[config.mk]
export PLATFORM = sky130hd
export DESIGN_NAME = sti_load_sched
export DESIGN_NICKNAME = d
export VERILOG_FILES = /design/src/rtl/sti_load_sched.sv
export SDC_FILE = /design/constraint.sdc
export NUM_CORES = 1
export LEC_CHECK = 0
export BUFFER_PORTS_ARGS = -buffer_cell sky130_fd_sc_hd__buf_2
export CAP_MARGIN = 30
export CORE_ASPECT_RATIO = 1.1
export CORE_UTILIZATION = 45
export DETAILED_ROUTE_END_ITERATION = 16
export PLACE_DENSITY_LB_ADDON = 0.1
export RECOVER_POWER = 100
export SLEW_MARGIN = 20
export SYNTH_ARGS = -nofsm -noshare
export SYNTH_HDL_FRONTEND = slang
export SYNTH_SLANG_ARGS = --single-unit
export TNS_END_PERCENT = 100
[constraint.sdc]
create_clock -name clk -period 1.6 [get_ports clk]
set_input_delay 0.16 -clock clk [delete_from_list [all_inputs] [get_ports clk]]
set_output_delay 0.16 -clock clk [all_outputs]
set_load 0.05 [all_outputs]
[src/rtl/sti_load_sched.sv]
// Round-robin scheduler sharing one STI/DAC serializer between requesters A and B.
// Latches a descriptor per transfer, pulses load for one cycle, waits for the
// serializer to start and finish (so_valid), enforces an idle gap, and raises a
// sticky pi_end once both requesters have signalled end-of-stream.
`timescale 1ns / 1ps

module sti_load_sched #(
  parameter int unsigned GAP_CYCLES = 1,
  parameter int unsigned TIMEOUT    = 16
) (
  input  logic        clk,
  input  logic        reset,
  input  logic        a_req,
  input  logic [15:0] a_data,
  input  logic [1:0]  a_len,
  input  logic        a_msb,
  input  logic        a_low,
  input  logic        a_fill,
  input  logic        a_end,
  output logic        a_ack,
  input  logic        b_req,
  input  logic [15:0] b_data,
  input  logic [1:0]  b_len,
  input  logic        b_msb,
  input  logic        b_low,
  input  logic        b_fill,
  input  logic        b_end,
  output logic        b_ack,
  input  logic        so_valid,
  output logic        load,
  output logic [15:0] pi_data,
  output logic [1:0]  pi_length,
  output logic        pi_msb,
  output logic        pi_low,
  output logic        pi_fill,
  output logic        pi_end,
  output logic        busy,
  output logic        grant_id,
  output logic        err_timeout,
  output logic [7:0]  tx_count
);

  localparam logic [2:0] ST_IDLE       = 3'd0;
  localparam logic [2:0] ST_WAIT_START = 3'd1;
  localparam logic [2:0] ST_WAIT_DONE  = 3'd2;
  localparam logic [2:0] ST_GAP        = 3'd3;
  localparam logic [2:0] ST_END        = 3'd4;

  // Descriptor packing: {data, length, msb, low, fill}
  logic [20:0] pi_d, pi_q;
  logic [2:0]  state_d, state_q;
  logic        last_d, last_q;
  logic        end_a_d, end_a_q, end_b_d, end_b_q;
  logic [3:0]  gap_d, gap_q;
  logic [7:0]  wd_d, wd_q;
  logic        load_d, load_q;
  logic        a_ack_d, a_ack_q, b_ack_d, b_ack_q;
  logic        pi_end_d, pi_end_q;
  logic        busy_d, busy_q;
  logic        grant_d, grant_q;
  logic        err_d, err_q;
  logic [7:0]  tx_d, tx_q;
  logic        win_b;

  // With both requesting, the side that did not win last time goes next.
  assign win_b = b_req & (~a_req | ~last_q);

  // Next-state and registered-output computation.
  always_comb begin
    state_d  = state_q;
    pi_d     = pi_q;
    last_d   = last_q;
    end_a_d  = end_a_q | a_end;
    end_b_d  = end_b_q | b_end;
    gap_d    = gap_q;
    wd_d     = wd_q;
    load_d   = 1'b0;
    a_ack_d  = 1'b0;
    b_ack_d  = 1'b0;
    pi_end_d = pi_end_q;
    grant_d  = grant_q;
    err_d    = err_q;
    tx_d     = tx_q;
    case (state_q)
      ST_IDLE: begin
        // Pending requests are served before end-of-stream is signalled.
        if (a_req || b_req) begin
          pi_d    = win_b ? {b_data, b_len, b_msb, b_low, b_fill}
                          : {a_data, a_len, a_msb, a_low, a_fill};
          load_d  = 1'b1;
          a_ack_d = ~win_b;
          b_ack_d = win_b;
          grant_d = win_b;
          last_d  = win_b;
          wd_d    = 8'd0;
          state_d = ST_WAIT_START;
        end else if (end_a_q && end_b_q) begin
          pi_end_d = 1'b1;
          state_d  = ST_END;
        end
      end
      ST_WAIT_START: begin
        if (so_valid) begin
          wd_d    = 8'd0;
          state_d = ST_WAIT_DONE;
        end else if (wd_q == 8'(TIMEOUT - 1)) begin
          wd_d    = 8'd0;
          err_d   = 1'b1;
          gap_d   = 4'd0;
          state_d = ST_GAP;
        end else begin
          wd_d = wd_q + 8'd1;
        end
      end
      ST_WAIT_DONE: begin
        if (!so_valid) begin
          tx_d    = tx_q + 8'd1;
          gap_d   = 4'd0;
          state_d = ST_GAP;
        end
      end
      ST_GAP: begin
        if (gap_q == 4'(GAP_CYCLES - 1)) begin
          gap_d   = 4'd0;
          state_d = ST_IDLE;
        end else begin
          gap_d = gap_q + 4'd1;
        end
      end
      ST_END: begin
        state_d = ST_END;
      end
      default: begin
        state_d = ST_IDLE;
      end
    endcase
    busy_d = (state_d != ST_IDLE) && (state_d != ST_END);
  end

  // State and output registers; reset aborts any transfer in flight.
  always_ff @(posedge clk or posedge reset) begin
    if (reset) begin
      state_q  <= ST_IDLE;
      pi_q     <= '0;
      last_q   <= 1'b1;
      end_a_q  <= 1'b0;
      end_b_q  <= 1'b0;
      gap_q    <= '0;
      wd_q     <= '0;
      load_q   <= 1'b0;
      a_ack_q  <= 1'b0;
      b_ack_q  <= 1'b0;
      pi_end_q <= 1'b0;
      busy_q   <= 1'b0;
      grant_q  <= 1'b0;
      err_q    <= 1'b0;
      tx_q     <= '0;
    end else begin
      state_q  <= state_d;
      pi_q     <= pi_d;
      last_q   <= last_d;
      end_a_q  <= end_a_d;
      end_b_q  <= end_b_d;
      gap_q    <= gap_d;
      wd_q     <= wd_d;
      load_q   <= load_d;
      a_ack_q  <= a_ack_d;
      b_ack_q  <= b_ack_d;
      pi_end_q <= pi_end_d;
      busy_q   <= busy_d;
      grant_q  <= grant_d;
      err_q    <= err_d;
      tx_q     <= tx_d;
    end
  end

  assign {pi_data, pi_length, pi_msb, pi_low, pi_fill} = pi_q;
  assign load        = load_q;
  assign a_ack       = a_ack_q;
  assign b_ack       = b_ack_q;
  assign pi_end      = pi_end_q;
  assign busy        = busy_q;
  assign grant_id    = grant_q;
  assign err_timeout = err_q;
  assign tx_count    = tx_q;

endmodule

# ---- Word-level counts from Yosys, hierarchy flattened
# Cells that the tools add are included.
dict set report totals {
  rom_bits 0
  latch_bits 0
  elab_cells 74
  n_memories 0
  reg_bits 54
  ram_bits 0
  out_inout_bits 36
  input_bits 49
}
dict set report op_classes {
  n_lt_le_gt_ge 0
  shifts 0
  n_div 0
  n_bitwise 9
  mul 0
  reduce_logical 14
  n_eq_ne 10
  n_mux 23
  addsub 3
}
# op n
set ops {}
lappend ops {{$mux 8} 3}
lappend ops {{$mux 21} 1}
lappend ops {{$mux 3} 6}
lappend ops {{$add 8x1->8 const B} 2}
lappend ops {{$mux 4} 4}
lappend ops {{$pmux 8 s2} 1}
lappend ops {{$pmux 3 s5} 1}
lappend ops {{$pmux 4 s3} 1}
lappend ops {{$eq 8x4->1 const B} 1}
lappend ops {{$ne 2x2->1 const B} 4}
lappend ops {{$eq 3x2->1 const B} 2}
lappend ops {{$mux 1} 6}
lappend ops {{$reduce_and 2->1} 3}
lappend ops {{$reduce_and 3->1} 2}
lappend ops {{$reduce_bool 3->1} 2}
lappend ops {{$not 1->1} 5}
lappend ops {{$add 4x1->4 const B} 1}
lappend ops {{$logic_not 4->1} 1}
lappend ops {{$reduce_and 4->1} 1}
lappend ops {{$eq 3x1->1 const B} 1}
lappend ops {{$eq 3x3->1 const B} 1}
lappend ops {{$logic_not 3->1} 1}
lappend ops {{$ne 3x3->1 const B} 1}
lappend ops {{$or 1x1->1} 3}
lappend ops {{4 further kinds} 5}

# ---- Logic depth before layout (Yosys ltp)
dict set report depth {
  ltp_word 6
  mapped_depth 6
  depth_no_buf 6
}

# ---- Worst setup path after synthesis
# No wires, ideal clock.
dict set report synth_path {
  path_kind {reg2reg}
  from {reg wd_q[0]}
  to {reg busy_q, in the netlist busy}
  path_slack_ns -0.005
  t_required_ns 1.468
  t_arrival_ns 1.474
  path_stages_with_launch 7
  path_buffers 1
  setup_time_ns 0.132
  period_less_slack_ns 1.605
  cell_sequence {dfrtp_1 > ha_1 > and3_1 > buf_2 > a21o_1 > nand3_1 > or3b_1}
}
dict set report synth_between {
  elab_chain_len 6
  elab_cells_between_ends 7
  cone_classes {2 x eq/ne; 3 x mux; 2 x reduce/logical}
}
# item line
set synth_rtl {}
lappend synth_rtl {{from (decl)} 55} ;# logic [7:0] wd_d, wd_q;
lappend synth_rtl {{from (signal assigned)} 165} ;# wd_q <= wd_d;
lappend synth_rtl {{$eq 8x4->1 (*)} 106} ;# end else if (wd_q == 8'(TIMEOUT - 1)) begin
lappend synth_rtl {{$mux 3 (*)} 106}
lappend synth_rtl {{$mux 3 (*)} 103} ;# if (so_valid) begin
lappend synth_rtl {{$pmux 3 s5 (*)} 84} ;# case (state_q)
lappend synth_rtl {{$ne 3x3->1 / $reduce_bool 3->1 (equally long branches)} 137} ;# busy_d = (state_d != ST_IDLE) && (state_d != ST_END);
lappend synth_rtl {{$logic_and 1x1->1 (*)} 137}
lappend synth_rtl {{net busy_d} 59} ;# logic busy_d, busy_q;
lappend synth_rtl {{to (signal assigned)} 170} ;# busy_q <= busy_d;
lappend synth_rtl {{to (decl)} 59}
# The timed path passes the listed nets; every way through them passes the cells marked *.
# A chain may end at the register's enable or synchronous reset.

# ---- Worst setup path after layout
dict set report layout_path {
  from {reg state_q[2]}
  to {reg tx_q[7], in the netlist tx_count[7]}
}
dict set report layout_between {
  elab_chain_len 2
}
# item line
set layout_rtl {}
lappend layout_rtl {{from (decl)} 51} ;# logic [2:0] state_d, state_q;
lappend layout_rtl {{from (signal assigned)} 159} ;# state_q <= state_d;
lappend layout_rtl {{$eq 3x2->1} 84}
lappend layout_rtl {{$reduce_and 2->1 (no source line)} -}
lappend layout_rtl {{to (signal assigned)} 173} ;# tx_q <= tx_d;
lappend layout_rtl {{to (decl)} 62} ;# logic [7:0] tx_d, tx_q;
# No other way between the ends.

==> run summary <==
The register bit count reported by yosys is 54. The tree is rooted in a sky130_fd_sc_hd__clkbuf_8. The routed wire length came out at 5350 um.

The cell family contributing the most delay on the critical path is simple AND/OR/NAND/NOR gates. Clock latency on the worst-skew pair, taken at its later pin, is approximately 0.3 ns. The clock-pin slew on the worst setup and hold paths came out at 0.09 ns. The period utilization is 0.974.

The largest buffer count on any clock path is 2. The transition time of the tightest slew-check pin is 0.824 ns. The number of max-cap violations is 0. The source of the worst register-to-register timing path is state_q[2]. The pre-antenna-repair detailed-routing pass consisted of 4 iterations. The worst hold-check slack came out at 0.0351 ns. Clock tree synthesis inserted a total of 5 buffers.

The height of the chip came out at 80.6 um. The sequential area share after synthesis came out at 0.535. Detailed placement ended at an HPWL of roughly 4000 um.

Setup violations remaining at the end of the flow were counted as 0. For this configuration, the core starts out at a cell density of 0.468. In the post-synthesis netlist, the biggest area contributors are sky130_fd_sc_hd__dfrtp_1 53%, sky130_fd_sc_hd__mux2i_1 8.7%, sky130_fd_sc_hd__o21ai_0 5.7%. Global routing finished with a remaining overflow of 0.

The net switching power of the design is 2.87 mW. The path class of the tightest hold or removal check is in2reg. By instance count, the leading cell after synthesis is sky130_fd_sc_hd__dfrtp_1. The run finished with clean final reports.

For hold timing, the worst endpoint is end_b_q. The DRC violation count after routing came out at 0. For this design, the slowest cell found on the critical path is sky130_fd_sc_hd__dfrtp_2. The endpoint required time on the critical path is 1.79 ns. The worst path needs between 1.5 and 2 ns of the cycle, external delays included. Counting flops with a built-in enable in the synthesized netlist gives 0.

The routed via count divided by cell count came out at 4.86. The worst hold path depth came out at 2. The count of cell types in the netlist is 43. The clock arrives with 0.00367 ns of skew.

The detailed-route via count is ~2,000. The total placed cells including tap cells is 403. In this run the critical register-to-register path is captured at tx_count[7]. The floorplan step defined a core boundary enclosing roughly 5400 um^2.

The first global-routing pass estimated 8400 um of wire. The number of antenna violations at the first check in global routing is 0. The final standard cell count with taps included and fillers excluded is 420. The share of power burned in registers came out at 0.350. The remaining antenna violation count after routing is 0.

The power density over cell area is 1760 nW/um^2. The repair_antennas step left the layout with diodes totalling 0. Counting instances in the post-synthesis netlist gives the leading cell types as 53 x sky130_fd_sc_hd__dfrtp_1, 29 x sky130_fd_sc_hd__o21ai_0, 28 x sky130_fd_sc_hd__nand2_1, 22 x sky130_fd_sc_hd__mux2i_1.

The highest ir drop seen on vdd came out at around 1400 uV. The number of hold violations in the final report is 0. The total negative slack for setup checks is 0 ns. The gate count after technology mapping came out at 232.

The setup slack of the critical path after layout is 0.0416 ns. The pin count of the biggest net entering global routing came out at 46. The worst setup slack before clock tree synthesis came out at -0.0196 ns. The kind of launch point of the worst setup path is a register. Setup repair after global routing could not meet its margin everywhere. The overall die area is a little under 6000 um^2. The layout-stage area growth over the synthesis result is 34.7%. Along the worst path, the maximum fanout reaches 6.

The endpoint arrival time on the critical path came out at around 1.8 ns. The number of violations reported at the end of detailed-routing iteration 0 came out at ~110. The total nets after synthesis is 285.

The average detailed-routed wire length per instance is 12.7 um. The overall track demand over capacity in global routing came out at 0.187. The part of the power in combinational logic came out at 0.522. Routability-driven placement finished with a final weighted congestion of 0.771. Summed over all instances, the cell type with the most area after synthesis is sky130_fd_sc_hd__dfrtp_1. The TritonCTS clock tree is built. The number of buffer and inverter stages on the critical path is 1. The ratio of cells with drive above 1 in the final layout is 0.417.

The die width came out at 73.4 um. The clock sink total came out at 54. The share of synthesized area in the top cell type comes to 0.525.

The worst setup path is captured at a register. The number of cells on the worst reg-to-reg path is 5. The clock tree synthesis step divided the H-tree into 2 levels. Of the total power, the clock network draws 0.127. The via count of the first global-routing pass is 1,807.

The floorplan has 28 rows. The worst setup slack for register-to-register paths is 0.04 ns. The number of placed I/O pins is 85. The critical path is of the reg2reg type.

At the end of the flow, the number of nets in the layout was 397. The analysis attributes to cell leakage a power of ~1.7 nW. The internal power of the cells came out at 3.14 mW. Of the total power, the share spent switching nets is 0.478. The synthesized area per cell is 10.9 um^2. Traced cell by cell, the critical path runs through buf_6, nor4b_4, and2_4, nand4_1, xnor2_1. The maximum frequency from static timing analysis came out at 642 MHz. Buffers placed on the I/O ports in this run total 84. The number of warning messages in the yosys log is 0.

The synthesized area came out at 2530 um^2. The most used flip-flop cell after synthesis is sky130_fd_sc_hd__dfrtp_1. The delay of the slowest cell on the worst path came out at 0.46 ns. The max-slew violation total from the final report came out at 0. The headroom to the max-slew limit is 0.450. The start point of the worst min-delay path is b_end. The share of synthesized flip-flops with an asynchronous set or reset came out at 1.00.
==> through the flow <==
stage / util / area [um^2] / power (mW)
2_1_floorplan: - / 2530 / 4.29
3_3_place_gp: 0.595 / 3210 / 5.12
3_5_place_dp: 0.595 / 3210 / 5.17
4_1_cts: 0.616 / 3320 / 5.95
5_1_grt: 0.631 / 3400 / 6.40
6_report: 0.631 / 3400 / 6.01
==> how the worst max path moves through the flow <==
stage | startpoint | endpoint | depth (start not counted)
detailed placement | state_q[2] | wd_q[3] | 4
global placement | state_q[2] | wd_q[7] | 4
finish | state_q[2] | tx_count[7] | 5
global route | wd_q[1] | gap_q[2] | 5
CTS | state_q[0] | tx_count[3] | 4
floorplan | wd_q[0] | gap_q[2] | 6
==> routing by layer <==
layer,GRT usage,wire length (um),part of all wire
met5,0,0,0
met4,0.0519,59,0.011
met3,0.0414,173,0.032
met2,0.307,2670,0.50
met1,0.249,2440,0.46
==> timing repair <==
| action | CTS | global route |
|---|---|---|
| hold buffers | 1 | 0 |
| endpoints found under the hold margin | 18 | 0 |
| pin swaps | 1 | 10 |
| setup buffers | 0 | 8 |
| resized for setup | 3 | 8 |
| endpoints found under the setup margin | 7 | 10 |
==> final cells by class <==
class                           instances  area [um^2]
Multi-Input combinational cell        162         1140
Clock inverter                          1         5.00
Tap cell                               75         93.8
Inverter                                5         18.8
Clock buffer                            7         86.3
Timing Repair Buffer                  116          704
Fill cell                             474         1990
Sequential cell                        54         1360
==> cells in the final DEF, fill, tap and decap left out, types with 4 or more instances in the layout <==
| master | synthesis | layout |
|---|---|---|
| sky130_fd_sc_hd__nor2_1 | 7 | 7 |
| sky130_fd_sc_hd__mux2i_1 | 22 | 22 |
| sky130_fd_sc_hd__nand4_1 | 4 | 4 |
| sky130_fd_sc_hd__o21ai_1 | 3 | 4 |
| sky130_fd_sc_hd__a31oi_1 | 7 | 7 |
| sky130_fd_sc_hd__clkbuf_8 | 0 | 6 |
| sky130_fd_sc_hd__a21oi_1 | 4 | 4 |
| sky130_fd_sc_hd__nand3_1 | 7 | 6 |
| sky130_fd_sc_hd__dfrtp_1 | 53 | 50 |
| sky130_fd_sc_hd__nand2_1 | 28 | 28 |
| sky130_fd_sc_hd__buf_2 | 5 | 84 |
| sky130_fd_sc_hd__and3_1 | 5 | 4 |
| sky130_fd_sc_hd__inv_1 | 5 | 5 |
| sky130_fd_sc_hd__buf_4 | 0 | 27 |
| sky130_fd_sc_hd__xnor2_1 | 6 | 6 |
| sky130_fd_sc_hd__o21ai_0 | 29 | 27 |
==> logic make-up after synthesis <==
family | after synthesis | share of synthesized area
muxes | 24 | 0.0961
AOI/OAI and AO/OA | 57 | 0.137
buffers and inverters | 16 | 0.0292
DFF | 54 | 0.535
and+or+nand+nor | 70 | 0.158
xor gates and xnor gates | 7 | 0.0243
adders and majority gates | 4 | 0.0198
==> registers in the layout, summed over array words and instances, names as in the netlist, 3 cells and up <==
| signal | cells |
|---|---|
| pi_q | 21 |
| tx_count | 8 |
| wd_q | 8 |
| gap_q | 4 |
| state_q | 3 |
==> power by group through the flow <==
stage / registers (mW) / logic, mW / clock network, mW
2_1_floorplan: 3.30 / 0.993 / 0
6_report: 2.10 / 3.14 / 0.765
4_1_cts: 2.11 / 3.06 / 0.787
3_5_place_dp: 2.13 / 3.05 / 0
5_1_grt: 2.17 / 3.37 / 0.862
3_3_place_gp: 2.11 / 3.02 / 0
No activity file was read; power rests on OpenSTA's default activity.
